File: config.mk
export PLATFORM = sky130hd
export DESIGN_NAME = pc_gen
export DESIGN_NICKNAME = d
export VERILOG_FILES = /design/src/rtl/pc_pkg.sv /design/src/rtl/pc_gen_return_addr_stack.sv /design/src/rtl/pc_gen.sv
export SDC_FILE = /design/constraint.sdc
export NUM_CORES = 1
export LEC_CHECK = 0
export ABC_CLOCK_PERIOD_IN_PS = 6200
export BUFFER_PORTS_ARGS = -buffer_cell sky130_fd_sc_hd__buf_2
export CORE_AREA = 10 10 177 179
export CTS_CLUSTER_DIAMETER = 50
export DETAILED_ROUTE_END_ITERATION = 16
export DIE_AREA = 0 0 187 189
export HOLD_SLACK_MARGIN = 0.05
export PLACE_DENSITY_LB_ADDON = 0.15
export SYNTH_ARGS = -nofsm -noshare
export SYNTH_HDL_FRONTEND = slang
export SYNTH_SLANG_ARGS = --single-unit
File: constraint.sdc
create_clock -name clk -period 6.2 [get_ports clk]
set_clock_uncertainty 0.2 [all_clocks]
set_input_delay 1.24 -clock clk [delete_from_list [all_inputs] [get_ports clk]]
set_output_delay 1.24 -clock clk [all_outputs]
set_load 0.01 [all_outputs]
File: src/rtl/pc_pkg.sv
`default_nettype none
// ---------------------------------------------------------------------------
// pc_pkg : shared types and constants for the fetch PC generator
// Revision: 1.0
// ---------------------------------------------------------------------------
package pc_pkg;

  localparam int INSTR_BYTES = 4;

  typedef enum logic [2:0] {
    SRC_RESET   = 3'd0,
    SRC_TRAP    = 3'd1,
    SRC_EXREDIR = 3'd2,
    SRC_MISPRED = 3'd3,
    SRC_HOLD    = 3'd4,
    SRC_RAS     = 3'd5,
    SRC_JUMP    = 3'd6,
    SRC_SEQ     = 3'd7
  } pc_src_t;

endpackage
`default_nettype wire

File: src/rtl/pc_gen_return_addr_stack.sv
`default_nettype none
// ---------------------------------------------------------------------------
// return_addr_stack : circular return-address stack, overwrites oldest on overflow
// Revision: 1.0
// ---------------------------------------------------------------------------
module return_addr_stack
  import pc_pkg::*;
#(
  parameter int XLEN      = 32,
  parameter int RAS_DEPTH = 8
) (
  input  logic            clk,
  input  logic            rst,
  input  logic            push,
  input  logic            pop,
  input  logic            clear,
  input  logic [XLEN-1:0] wdata,
  output logic [XLEN-1:0] rdata,
  output logic            empty,
  output logic            full
);

  localparam int PTR_W = $clog2(RAS_DEPTH);
  localparam int CNT_W = PTR_W + 1;
  localparam logic [CNT_W-1:0] DEPTH_CNT = CNT_W'(RAS_DEPTH);

  logic [XLEN-1:0]  mem [RAS_DEPTH];
  logic [PTR_W-1:0] wptr;
  logic [PTR_W-1:0] top_ptr;
  logic [CNT_W-1:0] count;
  logic             do_push;
  logic             do_pop;
  logic             do_replace;

  assign top_ptr = wptr - PTR_W'(1);
  assign rdata   = mem[top_ptr];
  assign empty   = (count == '0);
  assign full    = (count == DEPTH_CNT);

  // Clear dominates; a pop is only honoured when there is something to pop.
  assign do_push    = push & ~clear;
  assign do_pop     = pop & ~clear & ~empty;
  assign do_replace = do_push & do_pop;

  always_ff @(posedge clk) begin
    if (rst) begin
      wptr  <= '0;
      count <= '0;
    end else if (clear) begin
      count <= '0;
    end else if (do_replace) begin
      wptr  <= wptr;
      count <= count;
    end else if (do_push) begin
      wptr <= wptr + PTR_W'(1);
      if (!full) begin
        count <= count + CNT_W'(1);
      end
    end else if (do_pop) begin
      wptr  <= top_ptr;
      count <= count - CNT_W'(1);
    end
  end

  // Storage is intentionally not reset; entries are only meaningful below count.
  always_ff @(posedge clk) begin
    if (!rst) begin
      if (do_replace) begin
        mem[top_ptr] <= wdata;
      end else if (do_push) begin
        mem[wptr] <= wdata;
      end
    end
  end

endmodule
`default_nettype wire

File: src/rtl/pc_gen.sv
`default_nettype none
// ---------------------------------------------------------------------------
// pc_gen : fetch PC generator with priority next-PC mux and return prediction
// Revision: 1.0
// ---------------------------------------------------------------------------
module pc_gen
  import pc_pkg::*;
#(
  parameter int              XLEN         = 32,
  parameter logic [XLEN-1:0] RESET_VECTOR = '0,
  parameter int              RAS_DEPTH    = 8
) (
  input  logic            clk,
  input  logic            rst,
  input  logic            stall,
  input  logic            trap_valid,
  input  logic [XLEN-1:0] trap_target,
  input  logic            ex_redirect,
  input  logic [XLEN-1:0] ex_target,
  input  logic            mispredict,
  input  logic [XLEN-1:0] mispredict_pc,
  input  logic            id_jump,
  input  logic [XLEN-1:0] id_jump_offset,
  input  logic            id_call,
  input  logic            id_ret,
  input  logic            ras_clear,
  output logic [XLEN-1:0] pc,
  output logic [2:0]      pc_src,
  output logic            ras_hit,
  output logic            ras_empty,
  output logic            ras_full
);

  localparam logic [XLEN-1:0] INC = XLEN'(INSTR_BYTES);

  logic [XLEN-1:0] pc_next;
  pc_src_t         src_next;
  logic            hit_next;
  logic            ras_push;
  logic            ras_pop;
  logic [XLEN-1:0] ras_rdata;

  always_comb begin
    pc_next  = pc + INC;
    src_next = SRC_SEQ;
    hit_next = 1'b0;
    ras_push = 1'b0;
    ras_pop  = 1'b0;
    if (trap_valid) begin
      pc_next  = trap_target;
      src_next = SRC_TRAP;
    end else if (ex_redirect) begin
      if (mispredict) begin
        pc_next  = mispredict_pc + INC;
        src_next = SRC_MISPRED;
      end else begin
        pc_next  = ex_target;
        src_next = SRC_EXREDIR;
      end
    end else if (stall) begin
      pc_next  = pc;
      src_next = SRC_HOLD;
    end else begin
      // The ID instruction sits at pc-4, so its return address is pc itself.
      ras_push = id_call & ~ras_clear;
      if (id_ret && !ras_empty && !ras_clear) begin
        pc_next  = ras_rdata;
        src_next = SRC_RAS;
        hit_next = 1'b1;
        ras_pop  = 1'b1;
      end else if (id_jump) begin
        pc_next  = pc + id_jump_offset - INC;
        src_next = SRC_JUMP;
      end
    end
  end

  always_ff @(posedge clk) begin
    if (rst) begin
      pc      <= RESET_VECTOR;
      pc_src  <= SRC_RESET;
      ras_hit <= 1'b0;
    end else begin
      pc      <= pc_next;
      pc_src  <= src_next;
      ras_hit <= hit_next;
    end
  end

  return_addr_stack #(
    .XLEN      (XLEN),
    .RAS_DEPTH (RAS_DEPTH)
  ) u_ras (
    .clk   (clk),
    .rst   (rst),
    .push  (ras_push),
    .pop   (ras_pop),
    .clear (ras_clear),
    .wdata (pc),
    .rdata (ras_rdata),
    .empty (ras_empty),
    .full  (ras_full)
  );

endmodule
`default_nettype wire
Word-level counts from Yosys, hierarchy flattened. Memory sizes are Yosys's and may differ from the RTL's. Index checks and enable logic that the tools add are counted. W data, S select, Z words.

Shift-type cells: 0. Equal/unequal tests: 3. $add $sub $neg: 8. Multiplexer cells: 34. Reductions and logical operators: 11. Bitwise operators: 8. $lt $le $gt $ge: 0. Multipliers: 0. Divide/modulo/power cells: 0.

Operators by type and width (number): $mux W32 (7); $add A32 B3 Y32 const B (2); $add A32 B32 Y32 (1); $reduce_or A32 Y1 (1); $sub A32 B3 Y32 const B (1); $mux W1 (18); $mux W3 (4); $mux W4 (3); $reduce_and A3 Y1 (2); $and A1 B1 Y1 (5); $add A4 B1 Y4 const B (1); $eq A4 B4 Y1 const B (1); $logic_not A4 Y1 (1); $mux W2 (2); $reduce_or A2 Y1 (2); $sub A4 B1 Y4 const B (1); $add A3 B1 Y3 const B (1); $ne A3 B1 Y1 const B (1); $not A1 Y1 (3); $sub A3 B1 Y3 const B (1); $logic_and A1 B1 Y1 (2); $logic_not A1 Y1 (2); $ne A2 B2 Y1 const B (1); $reduce_bool A2 Y1 (1).

Word-level logic and storage cells: 71. Memories: 1. Flip-flop bits (word level): 43. Input port bits: 138. Memory bits (read-only): 0. Bits in latches: 0. Bits in writable memories: 256.

Memory list: u_ras.mem (words 8, bits a word 32, rd ports 1, clocked after memory_dff 0, wr ports 1, RTL line pc_gen_return_addr_stack.sv:27) `logic [XLEN-1:0] mem [RAS_DEPTH];`.

Depth between registers and ports, before layout. Gate-level depths: netlist (run 1).

Depth in word-level cells: 16. Gate-level depth with buffers: 15. Gate-level depth less buffers: 12.

By module. A second synthesis (run 1) with hierarchy kept.

Cell total of the unflattened synthesis: 1333. Area, all modules: 16270.6 µm².

Modules (own cells, without submodules): return_addr_stack (cells each 444, area an instance 10243.6 µm², sequential area each 7827.5 µm², instances 1); pc_gen (cells each 889, area an instance 6027.0 µm², sequential area each 720.7 µm², instances 1).

Least setup slack after synthesis (run 1). OpenSTA, ideal clock, no wires.

Kind: input to register. Start point: input ras_clear. End point: memory u_ras.mem[2][0] (enable). Data required time: 5579 ps. Stages on the path: 10. Data arrival time: 4631 ps. Setup time: 421 ps. Slack: 948 ps. Buffers on the path: 3. Cell sequence: clkbuf_1 > nor3b_2 > clkbuf_1 > clkbuf_1 > nand2_1 > ha_1 > nand2_1 > o21ai_0 > o22a_1 > nor2_1.

Cells in the longest elaborated chain, start to end: 14. Elaborated cells on any way between the ends: 25. Classes of those cells: mux (16); bitwise (6); reduce/logical (3).

Ends and longest elaborated chain: from (decl) (RTL line pc_gen.sv:26) `input logic ras_clear,`; $logic_not A1 Y1 (RTL line pc_gen.sv:66) `if (id_ret && !ras_empty && !ras_clear) begin`; $logic_and A1 B1 Y1 (RTL line pc_gen.sv:66); $mux W1 (RTL line pc_gen.sv:66); $mux W1 (3 in series); $and A1 B1 Y1 (2 in series) (RTL line pc_gen_return_addr_stack.sv:42) `assign do_pop = pop & ~clear & ~empty;`; $and A1 B1 Y1 (RTL line pc_gen_return_addr_stack.sv:43) `assign do_replace = do_push & do_pop;`; $mux W1 (RTL line pc_gen_return_addr_stack.sv:68) `if (do_replace) begin`; $mux W1 (RTL line pc_gen_return_addr_stack.sv:67) `if (!rst) begin`; $mux W1 (not written as such) (RTL line pc_gen_return_addr_stack.sv:71) `mem[wptr] <= wdata;`; $reduce_or A32 Y1 (no line); $mux W3 (no line) / $mux W1 (equally long branches); to (decl) (RTL line pc_gen_return_addr_stack.sv:27).

Several ways; a longest one is shown, not always the timed one.

Worst setup path after layout (run 1).
Start point: input ex_redirect. End point: memory u_ras.mem[2][25] (enable).

Cells in the longest elaborated chain, start to end: 10. Elaborated cells on any way between the ends: 18. Classes of those cells: mux (13); bitwise (4); reduce/logical (1).

Ends and longest elaborated chain: from (decl) (RTL line pc_gen.sv:18) `input logic ex_redirect,`; $mux W1 (2 in series); $and A1 B1 Y1 (2 in series) (RTL line pc_gen_return_addr_stack.sv:42); $and A1 B1 Y1 (RTL line pc_gen_return_addr_stack.sv:43); $mux W1 (RTL line pc_gen_return_addr_stack.sv:68); $mux W1 (RTL line pc_gen_return_addr_stack.sv:67); $mux W1 (not written as such) (RTL line pc_gen_return_addr_stack.sv:71); $reduce_or A32 Y1 (no line); $mux W3 (no line) / $mux W1 (equally long branches).

Several ways; a longest one is shown, not always the timed one.

==> results.json, run 1 <==
{
  "yosysTopAreaCell": "edfxtp_1",
  "insertion_delay_ps": 510,
  "htree_num_levels": 2,
  "reg2reg_slack_ps": 2240,
  "die_w_um": 187,
  "drv_slew": 0,
  "drt-vias-per-instance": 6.24,
  "maxSlewHeadroom": 0.423,
  "cts.clk_slew.worst_paths_ps": 60,
  "final_nets": 1789,
  "grt_pass1_wl_um": 72100,
  "synth_edf_count": 256,
  "regArea_um2": 8550,
  "crit_required_ps": 6150,
  "antenna_found_initial": 1,
  "p_int_w": 0.00380,
  "critPathTopFamily": "simple AND/OR/NAND/NOR gates",
  "ys_types": 73,
  "grt_setup_unrepaired": "no",
  "drcViolationCount": 0,
  "areaGrowthSynthToFinish_pct": 15.2,
  "power.switching_w": 0.00147,
  "ys_ff_latch": 299,
  "async_flop_share": 0,
  "clockPowerShare": 0.390,
  "synth-simple-area-share": 0.0997,
  "synth_area_per_cell_um2": 11.6,
  "hp-class": "reg -> reg",
  "synthMuxAreaShare": 0.100,
  "synth_xor_area_frac": 0.0449,
  "timing.critical_path.buf_inv": 2,
  "r2r_cells": 12,
  "timing.final.crit_period_ps": 4440,
  "status": "complete, no violations",
  "clock_path_buffers": 3,
  "portBuffers": 175,
  "die_height_um": 189,
  "post-dp-hpwl_um": 33800,
  "yosys-top-cells-count": "256 x edfxtp_1, 138 x inv_1, 120 x nand2_1",
  "drive_gt1_frac": 0.218,
  "max_stage_delay_ps": 490,
  "ant_nets": 0,
  "finalHoldViolations": 0,
  "routed_wl_um": 47600,
  "cts_root_buffer": "clkbuf_16",
  "grt_overflow": 0,
  "drv_cap": 0,
  "coreArea_um2": 27600,
  "end_kind": "flop",
  "p_comb_frac": 0.170,
  "synth_top_family_by_area": "compound AO/OA/AOI/OAI gates",
  "clkSinkCount": 299,
  "synth_warnings": 0,
  "cp_slowest_cell": "or2_2",
  "timing.setup.tns_ps": 0,
  "cp.arrival_ps": 4390,
  "synthAdderAreaFrac": 0.0559,
  "cp_num_cells": 12,
  "worstHoldPathCells": 2,
  "seq_power_share": 0.440,
  "yosysMostFrequentCell": "edfxtp_1",
  "multi_input_area_um2": 7090,
  "top_level_ports": 176,
  "drt_iter0_markers": 1300,
  "postCtsSetupBuffers": 0,
  "initial_core_util": 0.593,
  "finalSetupViolations": 0,
  "power_density_nw_per_um2": 279,
  "dieArea_um2": 35300,
  "grt.total_usage": 0.260,
  "ys_dominant_reg_cell": "edfxtp_1",
  "cts_buffers": 36,
  "p_sw_frac": 0.278,
  "start_kind": "input port",
  "worstSetupPathType": "in -> reg",
  "hold_buffers": 0,
  "synth_nets": 1621,
  "synth_area_leaders": "edfxtp_1 47%, mux4_2 8.8%, ha_1 5.3%",
  "vias": 12373,
  "dr.pass1.iters": 6,
  "ir_drop_uv": 242,
  "yosys.area.top_type_share": 0.469,
  "cp_max_fo": 32,
  "worstMarginPinSlew_ps": 866,
  "crit_chain": "buf_2 > or2_2 > nor2_4 > nand2_1 > nor2_1 > ha_1 > nand2_1 > o21ai_0 > o21ai_0 > o22a_1 > nor2_4 > buf_4",
  "syn_area_um2": 16400,
  "wire_per_inst_um": 24.0,
  "ys_seq_area_frac": 0.522,
  "fill_cells": 2084,
  "post_cts_resized": 0,
  "cts_tree": "yes",
  "routabilityCongestion": 0.960,
  "rows": 61,
  "grt_max_degree": 61,
  "whs_ps": 351,
  "synth-compound-area-share": 0.127,
  "fin_crit_sh": 0.716,
  "fmax_mhz": 225,
  "cellLeakagePower_nw": 7.15,
  "syn_inst": 1411,
  "grt_pass1_vias": 11998,
  "post-route-util": 0.683
}
## sequential cells by signal, indices dropped and copies added (netlist names)
register,cells
u_ras.count,4
pc,32
u_ras.mem,256
u_ras.wptr,3
ras_hit,1
pc_src,3
## cells by family (layout without fill, tap and decap cells)
logic type,Yosys count,count (layout)
DFF,299,299
other,0,1
adders and majority gates,72,72
xor gates and xnor gates,84,84
buffers and inverters,211,404
and+or+nand+nor,349,349
muxes,83,83
AOI/OAI and AO/OA,313,313
## layout by cell type, fill, tap and decap left out, types with 6 or more instances in the layout
master / instances
nand2_1: 120
and2_1: 9
o21ai_0: 63
mux2i_1: 15
o22ai_1: 7
ha_1: 69
a211oi_1: 14
a21oi_1: 88
a31oi_1: 17
a21o_1: 13
nor3_1: 25
o221ai_1: 15
o21bai_1: 7
o31ai_1: 6
a221oi_1: 17
o21a_1: 10
xor2_1: 22
inv_1: 138
clkbuf_16: 36
buf_2: 175
nand3_1: 38
edfxtp_1: 256
nand4_1: 12
clkinv_1: 7
nand2b_1: 6
dfxtp_1: 42
a311oi_1: 6
nor2_1: 84
and3_1: 16
buf_4: 27
mux4_2: 64
xnor2_1: 60
o211ai_1: 6
nor2_4: 7
## cell type report
cell class / count / share of cell area
antenna: 1 / 0.000133
clock buffer: 40 / 0.0485
clock inverter: 23 / 0.0125
inverter: 139 / 0.0277
multi-input combinational: 901 / 0.376
sequential: 299 / 0.453
tap: 378 / 0.0251
timing repair buffer: 202 / 0.0572
## power by group through the flow
stage	logic [W]	registers [W]	clock network, W
6_report	0.000897	0.00232	0.00205
3_5_place_dp	0.000881	0.00236	0
2_1_floorplan	0.000600	0.00233	0
4_1_cts	0.000887	0.00232	0.00208
5_1_grt	0.000982	0.00232	0.00216
3_3_place_gp	0.000877	0.00236	0
## routing by layer
layer	routed length [µm]	track usage	share of wire
met4	1600	0.0893	0.034
met5	0	0	0
met1	19100	0.343	0.40
met2	23400	0.436	0.49
met3	3460	0.0338	0.073
## through the flow
stage | setup WS (ps) | total power, W | cell area (µm²) | instances
floorplan | 948 | 0.00293 | 16400 | 1411
global placement | 1440 | 0.00323 | 17700 | 1919
detailed placement | 1310 | 0.00324 | 17700 | 1919
CTS | 1830 | 0.00528 | 18900 | 1982
global route | 1520 | 0.00547 | 18900 | 1983
finish | 1760 | 0.00527 | 18900 | 1983
## tightest hold or removal path, stage by stage (launching register included)
cell	delay [ps]
dfxtp_1	320
xnor2_1	150
nor3_1	40
## path summary, 6_finish.rpt
check                                    from                          end
setup / recovery                  ex_redirect   u_ras.mem[2][25]$_DFFE_PP_
hold / removal    u_ras.count[3]$_SDFFE_PP0P_  u_ras.count[3]$_SDFFE_PP0P_
setup reg to reg           pc[2]$_SDFFE_PP0P_          pc[26]$_SDFFE_PP0P_
hold reg to reg   u_ras.count[3]$_SDFFE_PP0P_  u_ras.count[3]$_SDFFE_PP0P_
No activity file was read; power rests on OpenSTA's default activity.
==> run 2: changes to the inputs <==
Settings changed: ABC_CLOCK_PERIOD_IN_PS 6200 to 4080, CORE_AREA 10 10 177 179 to 10 10 186 188, DIE_AREA 0 0 187 189 to 0 0 196 198.
Clock period 6.2 ns to 4.08 ns, I/O delays scaled along.
==> results.json, run 2 (synthesized netlist as in run 1, its figures left out) <==
{
  "post-route-util": 0.631,
  "clockPowerShare": 0.403,
  "power.switching_w": 0.00229,
  "worstMarginPinSlew_ps": 822,
  "dieArea_um2": 38800,
  "crit_chain": "buf_4 > inv_1 > ha_1 > inv_1 > ha_1 > a211oi_1 > o21bai_1 > a211oi_1 > buf_4 > o211ai_1 > nand2_1 > o21a_1 > xor2_1 > o32ai_1",
  "power_density_nw_per_um2": 424,
  "cellLeakagePower_nw": 7.54,
  "stdcell_area_um2": 19600,
  "hold_buffers": 0,
  "grt_max_degree": 64,
  "routed_wl_um": 49400,
  "final_cell_mix": "256 x edfxtp_1, 175 x buf_2, 138 x inv_1",
  "fill_cells": 2539,
  "vias": 12509,
  "start_kind": "flop",
  "ant_nets": 0,
  "end_kind": "flop",
  "insertion_delay_ps": 530,
  "postCtsSetupBuffers": 0,
  "fmax_mhz": 284,
  "cts_root_buffer": "clkbuf_16",
  "post_cts_resized": 0,
  "regMostFlops": "u_ras.mem",
  "worstSetupPathType": "reg -> reg",
  "finalSetupViolations": 0,
  "status": "complete, no violations",
  "hp-class": "reg -> reg",
  "grt_setup_unrepaired": "no",
  "cp_slowest_cell": "a211oi_1",
  "drcViolationCount": 0,
  "drt_iter0_markers": 1134,
  "htree_num_levels": 2,
  "finalHoldViolations": 0,
  "p_total_w": 0.00831,
  "coreArea_um2": 31100,
  "crit_required_ps": 4270,
  "grt_pass1_wl_um": 74900,
  "pre_cts_ws_ps": 335,
  "grt_pass1_vias": 12388,
  "seq_power_share": 0.411,
  "die_w_um": 196,
  "drv_cap": 0,
  "wire_per_inst_um": 23.9,
  "antenna_found_initial": 0,
  "die_height_um": 198,
  "post-dp-hpwl_um": 35700,
  "final_common_cell": "edfxtp_1",
  "max_stage_delay_ps": 370,
  "multi_input_area_um2": 7090,
  "cts_tree": "yes",
  "routabilityCongestion": 0.965,
  "maxSlewHeadroom": 0.450,
  "p_int_w": 0.00602,
  "rows": 65,
  "p_comb_frac": 0.186,
  "clkSinkCount": 299,
  "fin_crit_sh": 0.862,
  "cts_buffers": 38,
  "areaGrowthSynthToFinish_pct": 19.8,
  "regArea_um2": 8550,
  "clock_path_buffers": 3,
  "portBuffers": 175,
  "drt-vias-per-instance": 6.04,
  "top_level_ports": 176,
  "largest_register_ff_count": 256,
  "timing.final.ws_setup_ps": 563,
  "p_sw_frac": 0.275,
  "grt.total_usage": 0.250,
  "cp.arrival_ps": 3710,
  "drv_slew": 0,
  "placed_area_um2": 18300,
  "initial_core_util": 0.527,
  "dr.pass1.iters": 5,
  "cp_max_fo": 13,
  "cts.clk_slew.worst_paths_ps": 60,
  "grt_overflow": 0,
  "ir_drop_uv": 407,
  "final_nets": 1847,
  "drive_gt1_frac": 0.250,
  "reg_top3": "u_ras.mem: 256 flops, pc: 32 flops, u_ras.count: 4 flops",
  "timing.final.crit_period_ps": 3520
}
==> run 2: cell type report <==
type,instances,share of cell area
diodes,1,0.000128
well taps,402,0.0256
repair buffers,258,0.0841
multi-input cells,901,0.362
inverters,139,0.0266
clock inverters,18,0.0105
flip-flops and latches,299,0.436
clock buffers,52,0.0553
==> run 2: per-layer routing <==
metal | part of all wire | global-route usage
met5 | 0 | 0
met4 | 0.025 | 0.0687
met3 | 0.075 | 0.0396
met2 | 0.49 | 0.420
met1 | 0.41 | 0.329
==> run 2: path summary, 6_finish.rpt <==
kind	from	to	slack, ps	cells past startpoint
setup / recovery	pc[2]$_SDFFE_PP0P_	pc[30]$_SDFFE_PP0P_	560	14
hold / removal	pc[3]$_SDFFE_PP0P_	pc[3]$_SDFFE_PP0P_	310	2
setup reg to reg	pc[2]$_SDFFE_PP0P_	pc[30]$_SDFFE_PP0P_	560	14
hold reg to reg	pc[3]$_SDFFE_PP0P_	pc[3]$_SDFFE_PP0P_	310	2
==> run 2: metrics by stage <==
step	std cells	hold slack (ps)	setup TNS (ps)
CTS	2069	313	0
floorplan	1411	289	-14790
finish	2070	307	0
global route	2069	349	0
detailed placement	1999	306	0
global placement	1999	285	0
==> run 2: critical path: cells and delay by family, from the launching register on <==
family | cells | cell delay, ps
flip-flops | 1 | 300
XOR/XNOR | 1 | 280
adder cells (fa/ha/maj) | 2 | 630
AND/OR/NAND/NOR | 1 | 150
AO/OA/AOI/OAI | 6 | 1270
buffers and inverters | 4 | 540
==> run 2: power by group through the flow <==
stage	Clock [W]	Combinational (W)	Sequential, W
floorplan	0	0.000914	0.00354
global placement	0	0.00151	0.00348
detailed placement	0	0.00152	0.00348
CTS	0.00339	0.00153	0.00342
global route	0.00352	0.00169	0.00342
finish	0.00335	0.00154	0.00342
==> run 3: changes to the inputs <==
Settings changed: CORE_AREA 10 10 186 188 to 10 10 184 186, CTS_BUF_LIST set to sky130_fd_sc_hd__clkbuf_4, DIE_AREA 0 0 196 198 to 0 0 194 196.
==> results.json, run 3 (synthesized netlist as in run 1, its figures left out) <==
{
  "drive_gt1_frac": 0.268,
  "status": "complete, no violations",
  "crit_chain": "buf_4 > inv_1 > ha_1 > inv_1 > ha_1 > and3_1 > a211oi_2 > o21a_1 > o21ai_0 > a211oi_1 > xnor2_1 > o31a_1",
  "cp_max_fo": 12,
  "pre_cts_ws_ps": 313,
  "fin_crit_sh": 0.837,
  "r2r_cells": 12,
  "met1_usage": 0.320,
  "top_level_ports": 176,
  "grt_setup_unrepaired": "no",
  "r2r-start": "pc[6]$_SDFFE_PP0P_",
  "cellLeakagePower_nw": 7.42,
  "timing.final.crit_period_ps": 3420,
  "timing.final.ws_setup_ps": 665,
  "whs_ps": 208,
  "drt-vias-per-instance": 6.03,
  "largest_register_ff_count": 256,
  "fill_cells": 2491,
  "stdcell_area_um2": 19200,
  "grt_pass1_vias": 12859,
  "max_stage_delay_ps": 500,
  "final_cell_mix": "256 x edfxtp_1, 175 x buf_2, 138 x inv_1",
  "maxSlewHeadroom": 0.420,
  "post-dp-hpwl_um": 36100,
  "areaGrowthSynthToFinish_pct": 17.0,
  "use_met3": 0.0568,
  "die_w_um": 194,
  "timing.critical_path.buf_inv": 3,
  "drt_iter0_markers": 1125,
  "crit_required_ps": 4410,
  "placed_area_um2": 18200,
  "cp_slowest_cell": "a211oi_2",
  "hp-class": "in -> reg",
  "final_common_cell": "edfxtp_1",
  "finalHoldViolations": 0,
  "finalSetupViolations": 0,
  "timing.rr.end": "pc[19]$_SDFFE_PP0P_",
  "insertion_delay_ps": 700,
  "dr.pass1.iters": 8,
  "end_kind": "flop",
  "multi_input_area_um2": 7090,
  "routabilityCongestion": 0.958,
  "drcViolationCount": 0,
  "die_height_um": 196,
  "p_total_w": 0.00749,
  "ant_nets": 0,
  "drv_cap": 0,
  "top_usage_layer": "met2",
  "cp_num_cells": 12,
  "routed_wl_um": 49900,
  "regMostFlops": "u_ras.mem",
  "grt_pass1_wl_um": 75700,
  "portBuffers": 175,
  "fmax_mhz": 293,
  "cts_root_buffer": "clkbuf_4",
  "htree_num_levels": 3,
  "clock_path_buffers": 3,
  "critPathLaunch": "pc[6]$_SDFFE_PP0P_",
  "regArea_um2": 8550,
  "cts.clk_slew.worst_paths_ps": 60,
  "reg_top3": "u_ras.mem: 256 flops, pc: 32 flops, u_ras.count: 4 flops",
  "rows": 64,
  "initial_core_util": 0.541,
  "drv_slew": 0,
  "coreArea_um2": 30300,
  "post_cts_resized": 0,
  "grt.total_usage": 0.256,
  "grt_overflow": 0,
  "postCtsSetupBuffers": 0,
  "hold_buffers": 0,
  "grt_max_degree": 64,
  "start_kind": "flop",
  "hp-start": "trap_target[5]",
  "cts_buffers": 78,
  "cp.arrival_ps": 3750,
  "worstMarginPinSlew_ps": 866,
  "vias": 12757,
  "antennaDiodeCount": 0,
  "cts_tree": "yes",
  "power_density_nw_per_um2": 391,
  "crit_end": "pc[19]$_SDFFE_PP0P_",
  "reg2reg_slack_ps": 660,
  "antenna_found_initial": 1,
  "final_nets": 1879,
  "dieArea_um2": 38000,
  "wire_per_inst_um": 23.6,
  "clkSinkCount": 299,
  "worstSetupPathType": "reg -> reg",
  "grtUsageMet2": 0.426,
  "critPathTopFamily": "compound AO/OA/AOI/OAI gates",
  "ir_drop_uv": 256
}
==> run 3: final cells by class <==
class | count | share of cell area
Sequential cell | 299 | 0.447
Multi-Input combinational cell | 901 | 0.370
Timing Repair Buffer | 250 | 0.0797
Clock buffer | 106 | 0.0415
Inverter | 139 | 0.0272
Tap cell | 396 | 0.0259
Clock inverter | 26 | 0.00902
==> run 3: worst reg2reg max path, stage by stage (launching register included) <==
cell	delay, ps
dfxtp_1	310
buf_4	180
inv_1	120
ha_1	290
inv_1	40
ha_1	360
and3_1	190
a211oi_2	500
o21a_1	250
o21ai_0	130
a211oi_1	290
xnor2_1	110
o31a_1	300
==> run 3: per-layer routing <==
layer / part of all wire / wire (µm)
met1: 0.40 / 19800
met2: 0.49 / 24600
met3: 0.077 / 3850
met4: 0.032 / 1610
met5: 0.00026 / 13
==> run 3: where the power goes <==
part	leakage, nW	internal [W]	switching (W)
registers	2.70	0.00339	0.0000265
logic	4.16	0.000599	0.000929
clock network	0.568	0.00134	0.00122
total	7.42	0.00532	0.00217
==> run 3: how the worst min path moves through the flow <==
stage               depth (start not counted)                         end  slack [ps]
floorplan                                   2  u_ras.wptr[1]$_SDFFE_PP0P_         290
global placement                            2          pc[3]$_SDFFE_PP0P_         290
detailed placement                          2          pc[3]$_SDFFE_PP0P_         320
CTS                                         3          pc[5]$_SDFFE_PP0P_         150
global route                                3          pc[5]$_SDFFE_PP0P_         170
finish                                      3          pc[5]$_SDFFE_PP0P_         210
==> run 3: stage by stage <==
step            util  setup TNS, ps  cells
2_1_floorplan      -         -14790   1411
3_3_place_gp   0.601              0   1985
3_5_place_dp   0.601              0   1985
4_1_cts        0.633              0   2117
5_1_grt        0.633              0   2117
6_report       0.633              0   2117
